$ cat config.mk
export PLATFORM = sky130hd
export DESIGN_NAME = softmax_seq_pipe
export DESIGN_NICKNAME = d
export VERILOG_FILES = /design/src/rtl/softmax_seq_pipe.sv
export SDC_FILE = /design/constraint.sdc
export NUM_CORES = 1
export LEC_CHECK = 0
export CAP_MARGIN = 15
export CELL_PAD_IN_SITES_DETAIL_PLACEMENT = 1
export CELL_PAD_IN_SITES_GLOBAL_PLACEMENT = 1
export CORE_UTILIZATION = 48
export DETAILED_ROUTE_END_ITERATION = 12
export PLACE_DENSITY_LB_ADDON = 0.1
export SETUP_SLACK_MARGIN = 0.4
export SLEW_MARGIN = 10
export SYNTH_ARGS = -nofsm -noshare
export SYNTH_HDL_FRONTEND = slang
export SYNTH_SLANG_ARGS = --single-unit
$ cat constraint.sdc
create_clock -name clk -period 10.2 [get_ports clk]
set_input_delay 2.04 -clock clk [delete_from_list [all_inputs] [get_ports clk]]
set_output_delay 2.04 -clock clk [all_outputs]
set_load 0.005 [all_outputs]
$ cat src/rtl/softmax_seq_pipe.sv
// softmax_seq_pipe: sequential softmax over N signed fixed-point logits.
// Flow: LOAD (stream in, track max) -> EXP (base-2 Mitchell exponentials,
// accumulate denominator) -> DIV (shared restoring divider) -> OUT (stream out).
// Optional build macro SOFTMAX_ARGMAX_EN adds argmax_idx / argmax_valid ports.
// The element buffer is W_IN wide, so FRAC < W_IN is assumed (E_W <= W_IN).
module softmax_seq_pipe #(
    parameter int N     = 8,
    parameter int W_IN  = 16,
    parameter int FRAC  = 8,
    parameter int OUT_W = 16
) (
    input  logic                 clk,
    input  logic                 rst_n,
    input  logic                 in_valid,
    output logic                 in_ready,
    input  logic [W_IN-1:0]      in_data,
    output logic                 out_valid,
    input  logic                 out_ready,
    output logic [OUT_W-1:0]     out_data,
    output logic [$clog2(N)-1:0] out_idx,
    output logic                 out_last,
`ifdef SOFTMAX_ARGMAX_EN
    output logic [$clog2(N)-1:0] argmax_idx,
    output logic                 argmax_valid,
`endif
    output logic                 busy
);

    localparam int E_W     = FRAC + 1;
    localparam int S_W     = E_W + $clog2(N);
    localparam int IDX_W   = $clog2(N);
    localparam int DC_W    = $clog2(OUT_W + 2);

    localparam logic [1:0] ST_LOAD = 2'd0;
    localparam logic [1:0] ST_EXP  = 2'd1;
    localparam logic [1:0] ST_DIV  = 2'd2;
    localparam logic [1:0] ST_OUT  = 2'd3;

    localparam logic [IDX_W-1:0] IDX_LAST = IDX_W'(N - 1);
    localparam logic [DC_W-1:0]  DC_LAST  = DC_W'(OUT_W + 1);

    logic [1:0]             state_r;
    logic [IDX_W-1:0]       cnt_r;
    logic signed [W_IN-1:0] max_r;
    logic [S_W-1:0]         sum_r;
    logic [W_IN-1:0]        buf_r [N];
    logic [S_W-1:0]         rem_r;
    logic [OUT_W:0]         quo_r;
    logic [DC_W-1:0]        div_cnt_r;
    logic                   in_ready_r;
    logic                   out_valid_r;
    logic [OUT_W-1:0]       out_data_r;
    logic [IDX_W-1:0]       out_idx_r;
    logic                   out_last_r;
    logic                   busy_r;
`ifdef SOFTMAX_ARGMAX_EN
    logic [IDX_W-1:0]       max_idx_r;
    logic [IDX_W-1:0]       argmax_idx_r;
    logic                   argmax_valid_r;
`endif

    logic                   in_gt_max_s;
    logic signed [W_IN-1:0] x_s;
    logic signed [W_IN:0]   d_s;
    logic signed [W_IN:0]   k_s;
    logic signed [W_IN:0]   negk_s;
    logic [E_W-1:0]         mant_s;
    logic [E_W-1:0]         e_s;
    logic [E_W-1:0]         e_div_s;
    logic [S_W:0]           trial_s;
    logic [S_W:0]           sub_s;
    logic                   ge_s;
    logic [S_W-1:0]         rem_nxt_s;
    logic [OUT_W:0]         quo_nxt_s;
    logic [OUT_W-1:0]       sat_s;

    // Exponential term of the element addressed by cnt_r, and one divider step.
    always_comb begin
        in_gt_max_s = ($signed(in_data) > max_r);
        x_s     = $signed(buf_r[cnt_r]);
        d_s     = {x_s[W_IN-1], x_s} - {max_r[W_IN-1], max_r};
        k_s     = d_s >>> FRAC;
        negk_s  = -k_s;
        mant_s  = {1'b1, d_s[FRAC-1:0]};
        if (negk_s >= $signed((W_IN + 1)'(E_W))) begin
            e_s = '0;
        end else begin
            e_s = mant_s >> negk_s;
        end
        e_div_s = buf_r[cnt_r][E_W-1:0];
        trial_s = {rem_r, quo_r[OUT_W]};
        sub_s   = trial_s - {1'b0, sum_r};
        ge_s    = (trial_s >= {1'b0, sum_r});
        if (ge_s) begin
            rem_nxt_s = sub_s[S_W-1:0];
        end else begin
            rem_nxt_s = trial_s[S_W-1:0];
        end
        quo_nxt_s = {quo_r[OUT_W-1:0], ge_s};
        if (quo_nxt_s[OUT_W]) begin
            sat_s = {OUT_W{1'b1}};
        end else begin
            sat_s = quo_nxt_s[OUT_W-1:0];
        end
    end

    // Control FSM with buffer, running max, denominator and divider state.
    always_ff @(posedge clk or negedge rst_n) begin
        if (!rst_n) begin
            state_r     <= ST_LOAD;
            cnt_r       <= '0;
            max_r       <= '0;
            sum_r       <= '0;
            rem_r       <= '0;
            quo_r       <= '0;
            div_cnt_r   <= '0;
            in_ready_r  <= 1'b1;
            out_valid_r <= 1'b0;
            out_data_r  <= '0;
            out_idx_r   <= '0;
            out_last_r  <= 1'b0;
            busy_r      <= 1'b0;
            for (int i = 0; i < N; i++) begin
                buf_r[i] <= '0;
            end
`ifdef SOFTMAX_ARGMAX_EN
            max_idx_r      <= '0;
            argmax_idx_r   <= '0;
            argmax_valid_r <= 1'b0;
`endif
        end else begin
            case (state_r)
                ST_LOAD: begin
                    if (in_valid && in_ready_r) begin
                        buf_r[cnt_r] <= in_data;
                        busy_r       <= 1'b1;
                        // Strict compare: ties keep the earlier index.
                        if ((cnt_r == '0) || in_gt_max_s) begin
                            max_r <= $signed(in_data);
`ifdef SOFTMAX_ARGMAX_EN
                            max_idx_r <= cnt_r;
`endif
                        end
                        if (cnt_r == IDX_LAST) begin
                            state_r    <= ST_EXP;
                            cnt_r      <= '0;
                            in_ready_r <= 1'b0;
`ifdef SOFTMAX_ARGMAX_EN
                            argmax_idx_r   <= in_gt_max_s ? cnt_r : max_idx_r;
                            argmax_valid_r <= 1'b1;
`endif
                        end else begin
                            cnt_r <= cnt_r + 1'b1;
                        end
                    end
                end
                ST_EXP: begin
                    buf_r[cnt_r] <= W_IN'(e_s);
                    sum_r        <= sum_r + S_W'(e_s);
                    if (cnt_r == IDX_LAST) begin
                        state_r   <= ST_DIV;
                        cnt_r     <= '0;
                        div_cnt_r <= '0;
                    end else begin
                        cnt_r <= cnt_r + 1'b1;
                    end
                end
                ST_DIV: begin
                    if (div_cnt_r == '0) begin
                        // Dividend is e<<OUT_W; its bits above the quotient
                        // field seed the remainder, e[0] is the first shifted bit.
                        rem_r     <= S_W'(e_div_s >> 1);
                        quo_r     <= {e_div_s[0], {OUT_W{1'b0}}};
                        div_cnt_r <= div_cnt_r + 1'b1;
                    end else begin
                        rem_r <= rem_nxt_s;
                        quo_r <= quo_nxt_s;
                        if (div_cnt_r == DC_LAST) begin
                            state_r     <= ST_OUT;
                            out_valid_r <= 1'b1;
                            out_data_r  <= sat_s;
                            out_idx_r   <= cnt_r;
                            out_last_r  <= (cnt_r == IDX_LAST);
                        end else begin
                            div_cnt_r <= div_cnt_r + 1'b1;
                        end
                    end
                end
                ST_OUT: begin
                    if (out_ready) begin
                        out_valid_r <= 1'b0;
                        out_last_r  <= 1'b0;
                        if (cnt_r == IDX_LAST) begin
                            state_r    <= ST_LOAD;
                            cnt_r      <= '0;
                            sum_r      <= '0;
                            max_r      <= '0;
                            in_ready_r <= 1'b1;
                            busy_r     <= 1'b0;
`ifdef SOFTMAX_ARGMAX_EN
                            argmax_valid_r <= 1'b0;
`endif
                        end else begin
                            state_r   <= ST_DIV;
                            cnt_r     <= cnt_r + 1'b1;
                            div_cnt_r <= '0;
                        end
                    end
                end
                default: begin
                    state_r <= ST_LOAD;
                end
            endcase
        end
    end

    assign in_ready  = in_ready_r;
    assign out_valid = out_valid_r;
    assign out_data  = out_data_r;
    assign out_idx   = out_idx_r;
    assign out_last  = out_last_r;
    assign busy      = busy_r;
`ifdef SOFTMAX_ARGMAX_EN
    assign argmax_idx   = argmax_idx_r;
    assign argmax_valid = argmax_valid_r;
`endif

endmodule
**After elaboration in Yosys (flattened, before gate mapping)**

Cells that the tools add are included.

- Add/subtract/negate cells: 6
- Shift-type cells: 1
- Eq/ne operators: 15
- Reduce and logical (&&, ||, !) cells: 22
- Order comparisons: 5
- Bitwise operators: 2
- Mux-type cells: 55

Operators with widths:

| kind | count |
|---|---|
| $bwmux W128 | 2 |
| $pmux W128 S2 | 1 |
| $mux W128 | 1 |
| $mux W16 | 8 |
| $bmux W16 S3 | 1 |
| $demux W16 S3 | 1 |
| $mux W12 | 4 |
| $pmux W16 S2 | 1 |
| $mux W5 | 5 |
| $pmux W12 S2 | 1 |
| $ne A2 B2 Y1 const B | 9 |
| $ge A17 B5 Y1 const B | 1 |
| $mux W17 | 1 |
| $neg A9 Y17 | 1 |
| $shr A9 B17 Y9 | 1 |
| $sub A16 B16 Y17 | 1 |
| $gt A16 B16 Y1 | 1 |
| $pmux W5 S3 | 1 |
| $reduce_and A5 Y1 | 3 |
| $mux W2 | 7 |
| $ge A13 B12 Y1 | 1 |
| $add A12 B9 Y12 | 1 |
| $sub A12 B12 Y12 | 1 |
| $mux W1 | 11 |
| other kinds (27) | 41 |

- Output and inout bits: 23
- Flip-flop bits (word level): 218
- Word-level logic and storage cells: 127

**Logic depth before layout (Yosys ltp)**

Gate-level depths: netlist of the first run.

- Word-level depth: 10
- Gate-level depth with buffers: 38
- Gate-level depth less buffers: 36

**Least setup slack after synthesis of the first run**

OpenSTA, ideal clock, no wires.

- Path type: register to register
- Start: register cnt_r[2]
- End: register sum_r[10]
- Path slack: 3.015 ns
- Buffers on the path: 2
- Cell stages (with the launch flop): 39
- Data arrival time: 7.059 ns
- Cells stage by stage: dfrtp_1 -> clkbuf_1 -> inv_1 -> nor3_1 -> clkbuf_1 -> a22oi_1 -> nand4_1 -> inv_1 -> fa_1 -> nand3b_1 -> a21oi_1 -> o21a_1 -> xnor2_1 -> clkinv_1 -> ha_1 -> inv_1 -> a211oi_2 -> and2_1 -> [3 not listed] -> a21oi_1 -> nor3_1 -> a22oi_1 -> nor4_1 -> and2_1 -> ha_1 -> inv_1 -> fa_1 -> nand3b_1 -> nand2_1 -> a21oi_1 -> o21bai_1 -> a21o_1 -> a21o_1 -> a21oi_1 -> nor3_1 -> xnor2_1 -> nor2_1

- Cells in the longest elaborated chain, start to end: 10

RTL lines:

| what | line | RTL |
|---|---|---|
| from (decl) | 43 | `logic [IDX_W-1:0] cnt_r;` |
| from (signal assigned) | 153 | `cnt_r <= cnt_r + 1'b1;` |
| from (signal assigned) | 165 | `cnt_r <= cnt_r + 1'b1;` |
| from (signal assigned) | 205 | `cnt_r <= cnt_r + 1'b1;` |
| $not A3 Y4 (not written as such) | 80 | `x_s = $signed(buf_r[cnt_r]);` |
| $bmux W16 S3 | 80 |  |
| $mux W16 (2 in a row) | -- |  |
| $sub A16 B16 Y17 | 81 | `d_s = {x_s[W_IN-1], x_s} - {max_r[W_IN-1], max_r};` |
| $neg A9 Y17 | 83 | `negk_s = -k_s;` |
| $ge A17 B5 Y1 / $shr A9 B17 Y9 (equally long branches) | 85, 88 |  |
| $mux W9 | 85 | `if (negk_s >= $signed((W_IN + 1)'(E_W))) begin` |
| $add A12 B9 Y12 | 159 | `sum_r <= sum_r + S_W'(e_s);` |
| $pmux W12 S2 | 132 | `case (state_r)` |
| to (signal assigned) | 159 |  |
| to (decl) | 45 | `logic [S_W-1:0] sum_r;` |

Several ways; a longest one is shown, not always the timed one. The select of a mux whose other input is x is not followed.
A chain may end at the register's enable or synchronous reset.

**Final worst setup path of the first run**

Ends and elaborated chain as after synthesis.

==> flow_metrics.py, run 1 <==
metrics = {
    "drt": {
        "detail_route.wl_per_cell_um": 22.01,
        "drt_iter0_drc": 701,
        "routed-via-count": 10010,
        "antenna_violating_nets_post_route": 0,
        "drt_drc_violations_left": 0,
        "drt_pre_antenna_iters": 5,
        "routed_via_density": 6.019,
        "wirelength_um": 36600,
    },
    "cts": {
        "cts_buffers": 26,
        "cts.sinks": 218,
        "clock_latency_ns": 0.55,
        "cts_root_buf": "clkbuf_16",
        "clk_pin_slew_worst_paths_ns": 0.06,
        "clock_tree_from_tritoncts": "built",
        "post-cts-setup-buffer-count": 0,
        "post_cts_hold_buffer_count": 0,
        "htree_num_levels": 1,
        "max-clock-path-buffers": 3,
        "cts_repair_resize_count": 0,
    },
    "critical_path": {
        "slowest_stage_cell_crit_path": "dfrtp_1",
        "worst_setup_path_category": "register to register",
        "critPathMaxFanout": 18,
        "timing.critical_path.to_type": "register",
        "worst_ep_arrival_time_ns": 7.91,
        "worst_ep_required_time_ns": 10.61,
        "critPathLaunchType": "register",
        "max_stage_delay_ns": 0.52,
    },
    "logic_synthesis": {
        "synth.ff_latch_count": 218,
        "post_synth_num_cell_types": 67,
        "synth_enable_flop_cells": 0,
        "syn-instance-count": 1292,
        "post-synth-top-count-cell": "dfrtp_1",
        "synth.top_cells.by_area": "dfrtp_1 (45%), ha_1 (6.6%), nand2_1 (6.3%)",
        "synth_area_leader_cell": "dfrtp_1",
        "seq_area_frac_synth": 0.4514,
        "yosys.area.top_type_share": 0.4493,
        "synth_nets": 1379,
        "ys_top_cells_by_count": "dfrtp_1 (217), nand2_1 (202), o21ai_0 (135), nor2_1 (96), a22oi_1 (66)",
        "yosys_most_used_dff": "dfrtp_1",
        "synthesis.area_sq_mm": 0.01209,
        "syn_avg_cell_area_sq_um": 9.355,
        "synth.yosys.warnings": 0,
        "postSynth.asyncResetShare": 1.000,
    },
    "floorplanning": {
        "row_count": 57,
        "floorplan.die.width_um": 160.7,
        "die_area_sq_mm": 0.02582,
        "num_io_pins": 43,
        "initial_cell_density_of_the_core": 0.4927,
        "die-height_um": 160.7,
        "core_region_area_sq_mm": 0.02453,
    },
    "power": {
        "vdd_ir_drop_max_mv": 0.3256,
        "power.leakage_uw": 0.006385,
        "p_per_area_mw_per_mm2": 304.2,
    },
    "final_layout": {
        "n_fill_cell": 2758,
        "final_nets": 1406,
        "synthToLayoutAreaGrowth_pct": 14.23,
        "post_route_cells_drive_above_1_share": 0.1076,
    },
    "grt": {
        "global_routing_usage_summed_across_all_routing_layers": 0.2907,
        "grt_pass1_wl_um": 59170,
        "grt_start_max_net_pins": 117,
        "grt_pass1_vias": 10510,
        "total_overflow_reported_by_the_global_router": 0,
        "grt_antenna_before_repair": 0,
    },
    "sta": {
        "clock-skew-final_ns": 0.02334,
        "timing.max_slew.rel_slack": 0.1668,
        "setup_tns_ns": 0,
        "layout_worst_path_cycle_share": 0.7362,
        "timing_hold_violations_final": 0,
        "timing.final.max_slew_violations": 0,
        "setup_viol": 0,
        "worst_slew_pin_tran_ns": 1.239,
        "maxClockFrequency_mhz": 133.2,
        "rsz0062_at_grt": "no",
        "timing.final.crit_period_ns": 7.510,
        "postLayoutSetupSlackWorst_ns": 2.690,
    },
    "placement": {
        "dp_worst_setup_slack_ns": 2.781,
        "place_hpwl_um": 25780,
        "globalplace.congestion": 0.8640,
        "numPortBuffers": 42,
    },
    "run_status": {
        "outcome": "completed",
    },
    "hold_path": {
        "min-delay-path-class": "register to register",
    },
    "run": {
        "maxCapViolCount": 0,
    },
}
-- per-stage QoR --
stage          instance area (sq um)  power (uW)  cells  hold WS (ns)  utilization
4_1_cts                        13800        4212   1662        0.4862       0.5626
3_3_place_gp                   12870        3109   1615        0.4622       0.5246
5_1_grt                        13800        4474   1662        0.5149       0.5627
6_report                       13810        4201   1663        0.4827       0.5628
2_1_floorplan                  12090        2623   1292        0.4502            -
3_5_place_dp                   12870        3188   1615        0.4690       0.5246
-- routing by layer --
metal  GRT usage  vias up  routed length [um]
met3     0.03951       57                1291
li1            -     4671                   -
met5           0        -                   0
met1      0.4102     5097               17380
met2      0.4662      185               16950
met4     0.08658        0                 977
-- final timing paths --
check | start | end | slack, ns | cells past startpoint
hold reg to reg | out_data[10]$_DFFE_PN0P_ | out_data[10]$_DFFE_PN0P_ | 0.48 | 2
hold / removal | out_data[10]$_DFFE_PN0P_ | out_data[10]$_DFFE_PN0P_ | 0.48 | 2
setup / recovery | cnt_r[2]$_DFFE_PN0P_ | sum_r[10]$_DFFE_PN0P_ | 2.69 | 37
min in group asynchronous | rst_n | max_r[7]$_DFFE_PN0P_ | 1.57 | 1
setup reg to reg | cnt_r[2]$_DFFE_PN0P_ | sum_r[10]$_DFFE_PN0P_ | 2.69 | 37
max in group asynchronous | rst_n | buf_r[33]$_DFFE_PN0P_ | 7.35 | 2
-- flip-flops by register name, indices dropped and copies added (netlist names) --
register / flops
buf_r: 128
busy: 1
cnt_r: 3
div_cnt_r: 5
in_ready: 1
max_r: 16
out_data: 16
out_idx: 3
out_last: 1
out_valid: 1
quo_r: 17
rem_r: 12
state_r: 2
sum_r: 12
-- placed cells by master, fill, tap and decap left out, drive strengths merged, types with 20 or more instances in the layout --
cell             n
dfrtp          217
nand2          202
o21ai          136
nor2            96
a22oi           66
ha              64
a21oi           62
inv             55
mux2            52
clkdlybuf4s50   41
clkbuf          36
nand4           28
nor3            22
a211oi          21
xnor2           20
mux2i           20
-- cells by family after synthesis --
family / after synthesis / share of synthesized area
and+or+nand+nor: 422 / 0.1567
AOI/OAI and AO/OA: 362 / 0.1905
DFF: 218 / 0.4514
buffers and inverters: 117 / 0.03706
muxes: 74 / 0.06874
adders and majority gates: 67 / 0.07122
xor gates and xnor gates: 32 / 0.02433
-- cell type report --
class | count | area (sq um) | share of cell area
Tap cell | 324 | 405.4 | 0.02936
Clock inverter | 11 | 172.7 | 0.01251
Sequential cell | 218 | 5456 | 0.3952
Antenna cell | 1 | 2.502 | 0.0001812
Timing Repair Buffer | 60 | 560.5 | 0.04060
Clock buffer | 36 | 758.2 | 0.05492
Inverter | 56 | 210.2 | 0.01522
Multi-Input combinational cell | 957 | 6241 | 0.4520
-- where the power goes --
part	internal (uW)	switching, uW
logic	784	1220
clock network	599	390
registers	1040	166
-- critical path, delay by kind of cell, from the launching register on --
family	cells	cell delay, ns
buffers and inverters	5	0.75
XOR/XNOR	2	0.24
AND/OR/NAND/NOR	12	1.96
AO/OA/AOI/OAI	12	2.10
flip-flops	1	0.52
adder cells (fa/ha/maj)	6	1.76
(Power assumes the default switching activity.)
==> inputs of run 2 (changes only) <==
==> constraint.sdc (replaced) <==
create_clock -name clk -period 7.1 [get_ports clk]
set_input_delay 1.42 -clock clk [delete_from_list [all_inputs] [get_ports clk]]
set_output_delay 1.42 -clock clk [all_outputs]
set_load 0.005 [all_outputs]
==> run 2 against run 1 <==
  * Critical path depth grew 1
  * Sequential share of layout area shrank 2.4 points
  * Non-clock buffer count grew 68
  * Clock power grew 35%
  * Wire length grew 4.6%
==> flow_metrics.py, run 2 (synthesis gave the netlist of run 1 again) <==
metrics = {
    "placement": {
        "numPortBuffers": 42,
        "place_hpwl_um": 25930,
        "place_inst": 1637,
        "globalplace.congestion": 0.8658,
        "detailed_place.area_sq_mm": 0.01307,
        "dp_worst_setup_slack_ns": -0.08768,
    },
    "sta": {
        "setup_viol": 0,
        "worst_slew_pin_tran_ns": 1.020,
        "maxClockFrequency_mhz": 149.7,
        "rsz0062_at_grt": "yes",
        "timing.final.crit_period_ns": 6.680,
        "clock-skew-final_ns": 0.01984,
        "timing_hold_violations_final": 0,
        "layout_worst_path_cycle_share": 0.9409,
        "postLayoutSetupSlackWorst_ns": 0.4195,
        "setup_tns_ns": 0,
        "timing.final.max_slew_violations": 0,
        "timing.max_slew.rel_slack": 0.3201,
    },
    "floorplanning": {
        "die_area_sq_mm": 0.02582,
        "initial_cell_density_of_the_core": 0.4927,
        "core_region_area_sq_mm": 0.02453,
        "floorplan.die.width_um": 160.7,
        "num_io_pins": 43,
        "row_count": 57,
        "die-height_um": 160.7,
    },
    "grt": {
        "grt_pass1_vias": 10880,
        "grt_antenna_before_repair": 0,
        "grt_start_max_net_pins": 77,
        "global_routing_usage_summed_across_all_routing_layers": 0.2952,
        "grt_pass1_wl_um": 60000,
        "total_overflow_reported_by_the_global_router": 0,
    },
    "cts": {
        "cts_root_buf": "clkbuf_16",
        "cts.sinks": 218,
        "clk_pin_slew_worst_paths_ns": 0.06,
        "post_cts_hold_buffer_count": 0,
        "clock_latency_ns": 0.54,
        "htree_num_levels": 1,
        "clock_tree_from_tritoncts": "built",
        "cts_buffers": 26,
        "max-clock-path-buffers": 3,
    },
    "power": {
        "internal-power_uw": 3879,
        "p_sw_frac": 0.4181,
        "share_clk_of_total_power": 0.201,
        "power.sequential.fraction": 0.259,
        "power_switching_uw": 2787,
        "vdd_ir_drop_max_mv": 0.4151,
        "power.leakage_uw": 0.006763,
        "p_per_area_mw_per_mm2": 453.1,
        "combinationalPowerShare": 0.539,
    },
    "critical_path": {
        "max_stage_delay_ns": 0.47,
        "critPathLaunchType": "register",
        "worst_path_most_repeated_cell": "buf_4",
        "timing.critical_path.to_type": "register",
        "slowest_stage_cell_crit_path": "dfrtp_2",
        "worst_ep_arrival_time_ns": 7.08,
        "critPathMaxFanout": 5,
        "timing.reg2reg.setup_slack_ns": 0.42,
        "worst_setup_path_category": "register to register",
        "worst_ep_required_time_ns": 7.50,
    },
    "drt": {
        "drt_pre_antenna_iters": 5,
        "routed-via-count": 10320,
        "drt_iter0_drc": 724,
        "routed_via_density": 5.964,
        "wirelength_um": 38280,
        "detail_route.wl_per_cell_um": 22.12,
        "drt_drc_violations_left": 0,
        "antenna_violating_nets_post_route": 0,
    },
    "final_layout": {
        "post-route-cell-area_sq_mm": 0.01471,
        "post_route_utilization": 0.5997,
        "mostFrequentLayoutCells": "dfrtp_1 (215), nand2_1 (198), o21ai_0 (133)",
        "largest-register": "buf_r",
        "synthToLayoutAreaGrowth_pct": 21.72,
        "n_fill_cell": 2724,
        "antenna-diode-count": 0,
        "largest_reg_flops": 128,
        "layout_top_registers": "buf_r: 128 flops, quo_r: 17 flops",
        "final_nets": 1474,
        "layout.cells.most_common": "dfrtp_1",
        "final_cells": 1730,
        "post_route_cells_drive_above_1_share": 0.1927,
    },
    "hold_path": {
        "min-delay-path-class": "register to register",
    },
    "run": {
        "maxCapViolCount": 0,
    },
    "run_status": {
        "outcome": "completed",
    },
}
## run 2: cell count changes in the layout (fill, tap and decap cells not counted), sizes merged
cell	delta
bufinv	-1
clkinvlp	+2
buf	+68
diode	-1
clkbuf	-1
## run 2: through the flow
stage / power [uW] / hold WS [ns]
floorplan: 3802 / 0.4502
global placement: 4543 / 0.4628
detailed placement: 4660 / 0.4690
CTS: 6329 / 0.4827
global route: 7102 / 0.5024
finish: 6666 / 0.4773
## run 2: worst max-delay path: cells and delay by family (launching register included)
family | cells | cell delay [ns]
adder cells (fa/ha/maj) | 5 | 1.17
flip-flops | 1 | 0.47
XOR/XNOR | 1 | 0.09
buffers and inverters | 10 | 1.12
AND/OR/NAND/NOR | 12 | 1.92
AO/OA/AOI/OAI | 10 | 1.76
## run 2: routing by layer
layer  vias to the layer above  share of wire  track usage
met5                         -              0            0
met4                         0          0.022      0.07835
met3                        55          0.046      0.05527
met2                       212           0.48       0.4815
met1                      5249           0.46       0.4029
li1                       4801              -            -
## run 2: path summary, 6_finish.rpt
path,startpoint,to,depth (start not counted)
max in group asynchronous,rst_n,quo_r[16]$_DFFE_PN0P_,2
worst min register to register,out_valid$_DFFE_PN0P_,out_valid$_DFFE_PN0P_,2
worst min-delay path,out_valid$_DFFE_PN0P_,out_valid$_DFFE_PN0P_,2
worst max register to register,cnt_r[1]$_DFFE_PN0P_,sum_r[6]$_DFFE_PN0P_,38
min in group asynchronous,rst_n,sum_r[0]$_DFFE_PN0P_,1
worst max-delay path,cnt_r[1]$_DFFE_PN0P_,sum_r[6]$_DFFE_PN0P_,38
## run 2: power by group through the flow
stage                     Combinational [uW]  Clock, uW  Sequential [uW]
after floorplan                         2170          0             1640
after global placement                  2830          0             1720
after detailed placement                2930          0             1730
after CTS                               3240       1360             1720
after global routing                    3940       1400             1760
final                                   3600       1340             1730
## run 2: final cells by class
type	count	area (sq um)	share of cell area
Inverter	56	219.0	0.01488
Multi-Input combinational cell	957	6630	0.4507
Clock buffer	35	734.5	0.04992
Sequential cell	218	5459	0.3711
Tap cell	324	405.4	0.02756
Clock inverter	12	132.6	0.009015
Timing Repair Buffer	128	1131	0.07688
## run 2: timing repair
action / CTS / global route
endpoints found under the hold margin: 0 / 0
buffers inserted: 26 / 20
setup endpoints to repair: 6 / 6
resized for setup: 45 / 46
pin swaps: 27 / 40
==> inputs of run 3 (changes only) <==
--- a/config.mk
+++ b/config.mk
@@ -16,3 +16,4 @@
 export SYNTH_ARGS = -nofsm -noshare
 export SYNTH_HDL_FRONTEND = slang
 export SYNTH_SLANG_ARGS = --single-unit
+export TNS_END_PERCENT = 5
==> run 3 against run 2 <==
  * Worst setup slack got worse by 0.051 ns
  * Clock-buffer cell count stayed put
  * Power down 0.55%
  * Critical endpoint unchanged
  * Largest cell class unchanged
  * Highest routed layer unchanged
==> flow_metrics.py, run 3 (synthesis gave the netlist of run 1 again) <==
metrics = {
    "cts": {
        "post_cts_hold_buffer_count": 0,
        "max-clock-path-buffers": 3,
        "cts_buffers": 26,
        "clock_latency_ns": 0.53,
        "clk_pin_slew_worst_paths_ns": 0.06,
        "cts.sinks": 218,
        "clock_tree_from_tritoncts": "built",
        "htree_num_levels": 1,
        "cts_root_buf": "clkbuf_16",
    },
    "grt": {
        "grt_start_max_net_pins": 77,
        "busiest_layer_in_global_routing": "met2",
        "grt_antenna_before_repair": 0,
        "total_overflow_reported_by_the_global_router": 0,
        "grtUsageMet3": 0.05527,
        "global_routing_usage_summed_across_all_routing_layers": 0.2952,
        "met2_track_demand_over_resource_in_global_routing": 0.4815,
        "grt_pass1_wl_um": 60000,
        "groute.layer.met1.usage": 0.4029,
        "grt_pass1_vias": 10880,
    },
    "placement": {
        "detailed_place.area_sq_mm": 0.01307,
        "dp_worst_setup_slack_ns": -0.08768,
        "place_inst": 1637,
        "place_hpwl_um": 25930,
        "globalplace.congestion": 0.8658,
        "numPortBuffers": 42,
    },
    "drt": {
        "antenna_violating_nets_post_route": 0,
        "drt_drc_violations_left": 0,
        "routed_via_density": 5.990,
        "wirelength_um": 38230,
        "detail_route.wl_per_cell_um": 22.11,
        "drt_pre_antenna_iters": 5,
        "routed-via-count": 10360,
        "drt_iter0_drc": 682,
    },
    "sta": {
        "worst_slew_pin_tran_ns": 1.021,
        "layout_worst_path_cycle_share": 0.9480,
        "timing.final.crit_period_ns": 6.731,
        "setup_tns_ns": 0,
        "maxClockFrequency_mhz": 148.6,
        "timing.max_slew.rel_slack": 0.3120,
        "timing_hold_violations_final": 0,
        "worst_hold_slack_ns": 0.4770,
        "clock-skew-final_ns": 0.01888,
        "rsz0062_at_grt": "yes",
        "postLayoutSetupSlackWorst_ns": 0.3690,
        "setup_viol": 0,
        "timing.final.max_slew_violations": 0,
    },
    "final_layout": {
        "final_nets": 1473,
        "sequential_cell_area_sq_mm": 0.005459,
        "synthToLayoutAreaGrowth_pct": 21.56,
        "post_route_cells_drive_above_1_share": 0.1915,
        "largest-register": "buf_r",
        "layout.cells.most_common": "dfrtp_1",
        "antenna-diode-count": 0,
        "multi_input_area_sq_mm": 0.006623,
        "layout_top_registers": "buf_r: 128 flops, quo_r: 17 flops",
        "largest_reg_flops": 128,
        "n_fill_cell": 2726,
        "post-route-cell-area_sq_mm": 0.01469,
        "final_cells": 1729,
        "mostFrequentLayoutCells": "dfrtp_1 (215), nand2_1 (198), o21ai_0 (134)",
    },
    "critical_path": {
        "max_stage_delay_ns": 0.46,
        "worst_ep_required_time_ns": 7.49,
        "r2r.worst_path.cells": 38,
        "timing.rr.end": "sum_r[6]$_DFFE_PN0P_",
        "critPathLaunchType": "register",
        "worst_setup_path_category": "register to register",
        "path_delay_family": "simple AND/OR/NAND/NOR gates",
        "r2r-start": "cnt_r[1]$_DFFE_PN0P_",
        "worst_path_most_repeated_cell": "buf_4",
        "critical_path.n_buffers_inverters": 10,
        "timing.critical_path.to_type": "register",
        "critPathMaxFanout": 5,
        "slowest_stage_cell_crit_path": "dfrtp_2",
        "timing.reg2reg.setup_slack_ns": 0.37,
        "worst_ep_arrival_time_ns": 7.12,
    },
    "hold_path": {
        "min-delay-path-class": "register to register",
        "hp-start": "out_valid$_DFFE_PN0P_",
        "hold_worst_path_end": "out_valid$_DFFE_PN0P_",
        "timing.hold.worst_path_depth": 2,
    },
    "floorplanning": {
        "core_region_area_sq_mm": 0.02453,
        "row_count": 57,
        "num_io_pins": 43,
        "initial_cell_density_of_the_core": 0.4927,
        "die-height_um": 160.7,
        "floorplan.die.width_um": 160.7,
        "die_area_sq_mm": 0.02582,
    },
    "power": {
        "power.leakage_uw": 0.006750,
        "vdd_ir_drop_max_mv": 0.4170,
        "p_per_area_mw_per_mm2": 451.2,
    },
    "run_status": {
        "outcome": "completed",
    },
    "run": {
        "maxCapViolCount": 0,
    },
}
==> run 3: routing by layer <==
layer,up-vias,part of all wire
met1,5252,0.45
met5,-,0
met2,240,0.47
met4,0,0.026
li1,4801,-
met3,63,0.052
==> run 3: tightest hold or removal path, cell delays in order, from the launching register on <==
cell     delay (ns)
dfrtp_1        0.34
nand2_1        0.05
nand2_1        0.06
==> run 3: final cells by class <==
class,count,area share
multi-input combinational,957,0.4507
sequential,218,0.3715
timing repair buffer,127,0.07622
clock buffer,35,0.04999
tap,324,0.02759
inverter,56,0.01490
clock inverter,12,0.009027
==> run 3: how the worst max path moves through the flow <==
stage                          from                    end  slack, ns  cells past startpoint
2_1_floorplan  cnt_r[2]$_DFFE_PN0P_  sum_r[10]$_DFFE_PN0P_       0.41                     37
3_3_place_gp   cnt_r[1]$_DFFE_PN0P_  sum_r[10]$_DFFE_PN0P_       0.20                     36
3_5_place_dp   cnt_r[2]$_DFFE_PN0P_   sum_r[9]$_DFFE_PN0P_      -0.09                     31
4_1_cts        cnt_r[1]$_DFFE_PN0P_  sum_r[10]$_DFFE_PN0P_       0.42                     34
5_1_grt        cnt_r[1]$_DFFE_PN0P_  sum_r[10]$_DFFE_PN0P_       0.01                     37
6_report       cnt_r[1]$_DFFE_PN0P_   sum_r[6]$_DFFE_PN0P_       0.37                     38
==> run 3: per-stage QoR <==
stage | total power (uW) | utilization
3_3_place_gp | 4543 | 0.5327
3_5_place_dp | 4660 | 0.5327
4_1_cts | 6329 | 0.5848
6_report | 6629 | 0.5989
2_1_floorplan | 3802 | -
5_1_grt | 7064 | 0.5989
==> run 3: where the power goes <==
part	switching (uW)	internal, uW	total, uW
clock	540	799	1340
sequential	234	1490	1730
combinational	2000	1560	3560
==> run 3: timing repair <==
| item | CTS | global route |
|---|---|---|
| hold endpoints to repair | 0 | 0 |
| gates resized for setup | 45 | 43 |
| setup buffers | 26 | 19 |
| pin swaps | 27 | 40 |
| setup endpoints to repair | 6 | 6 |
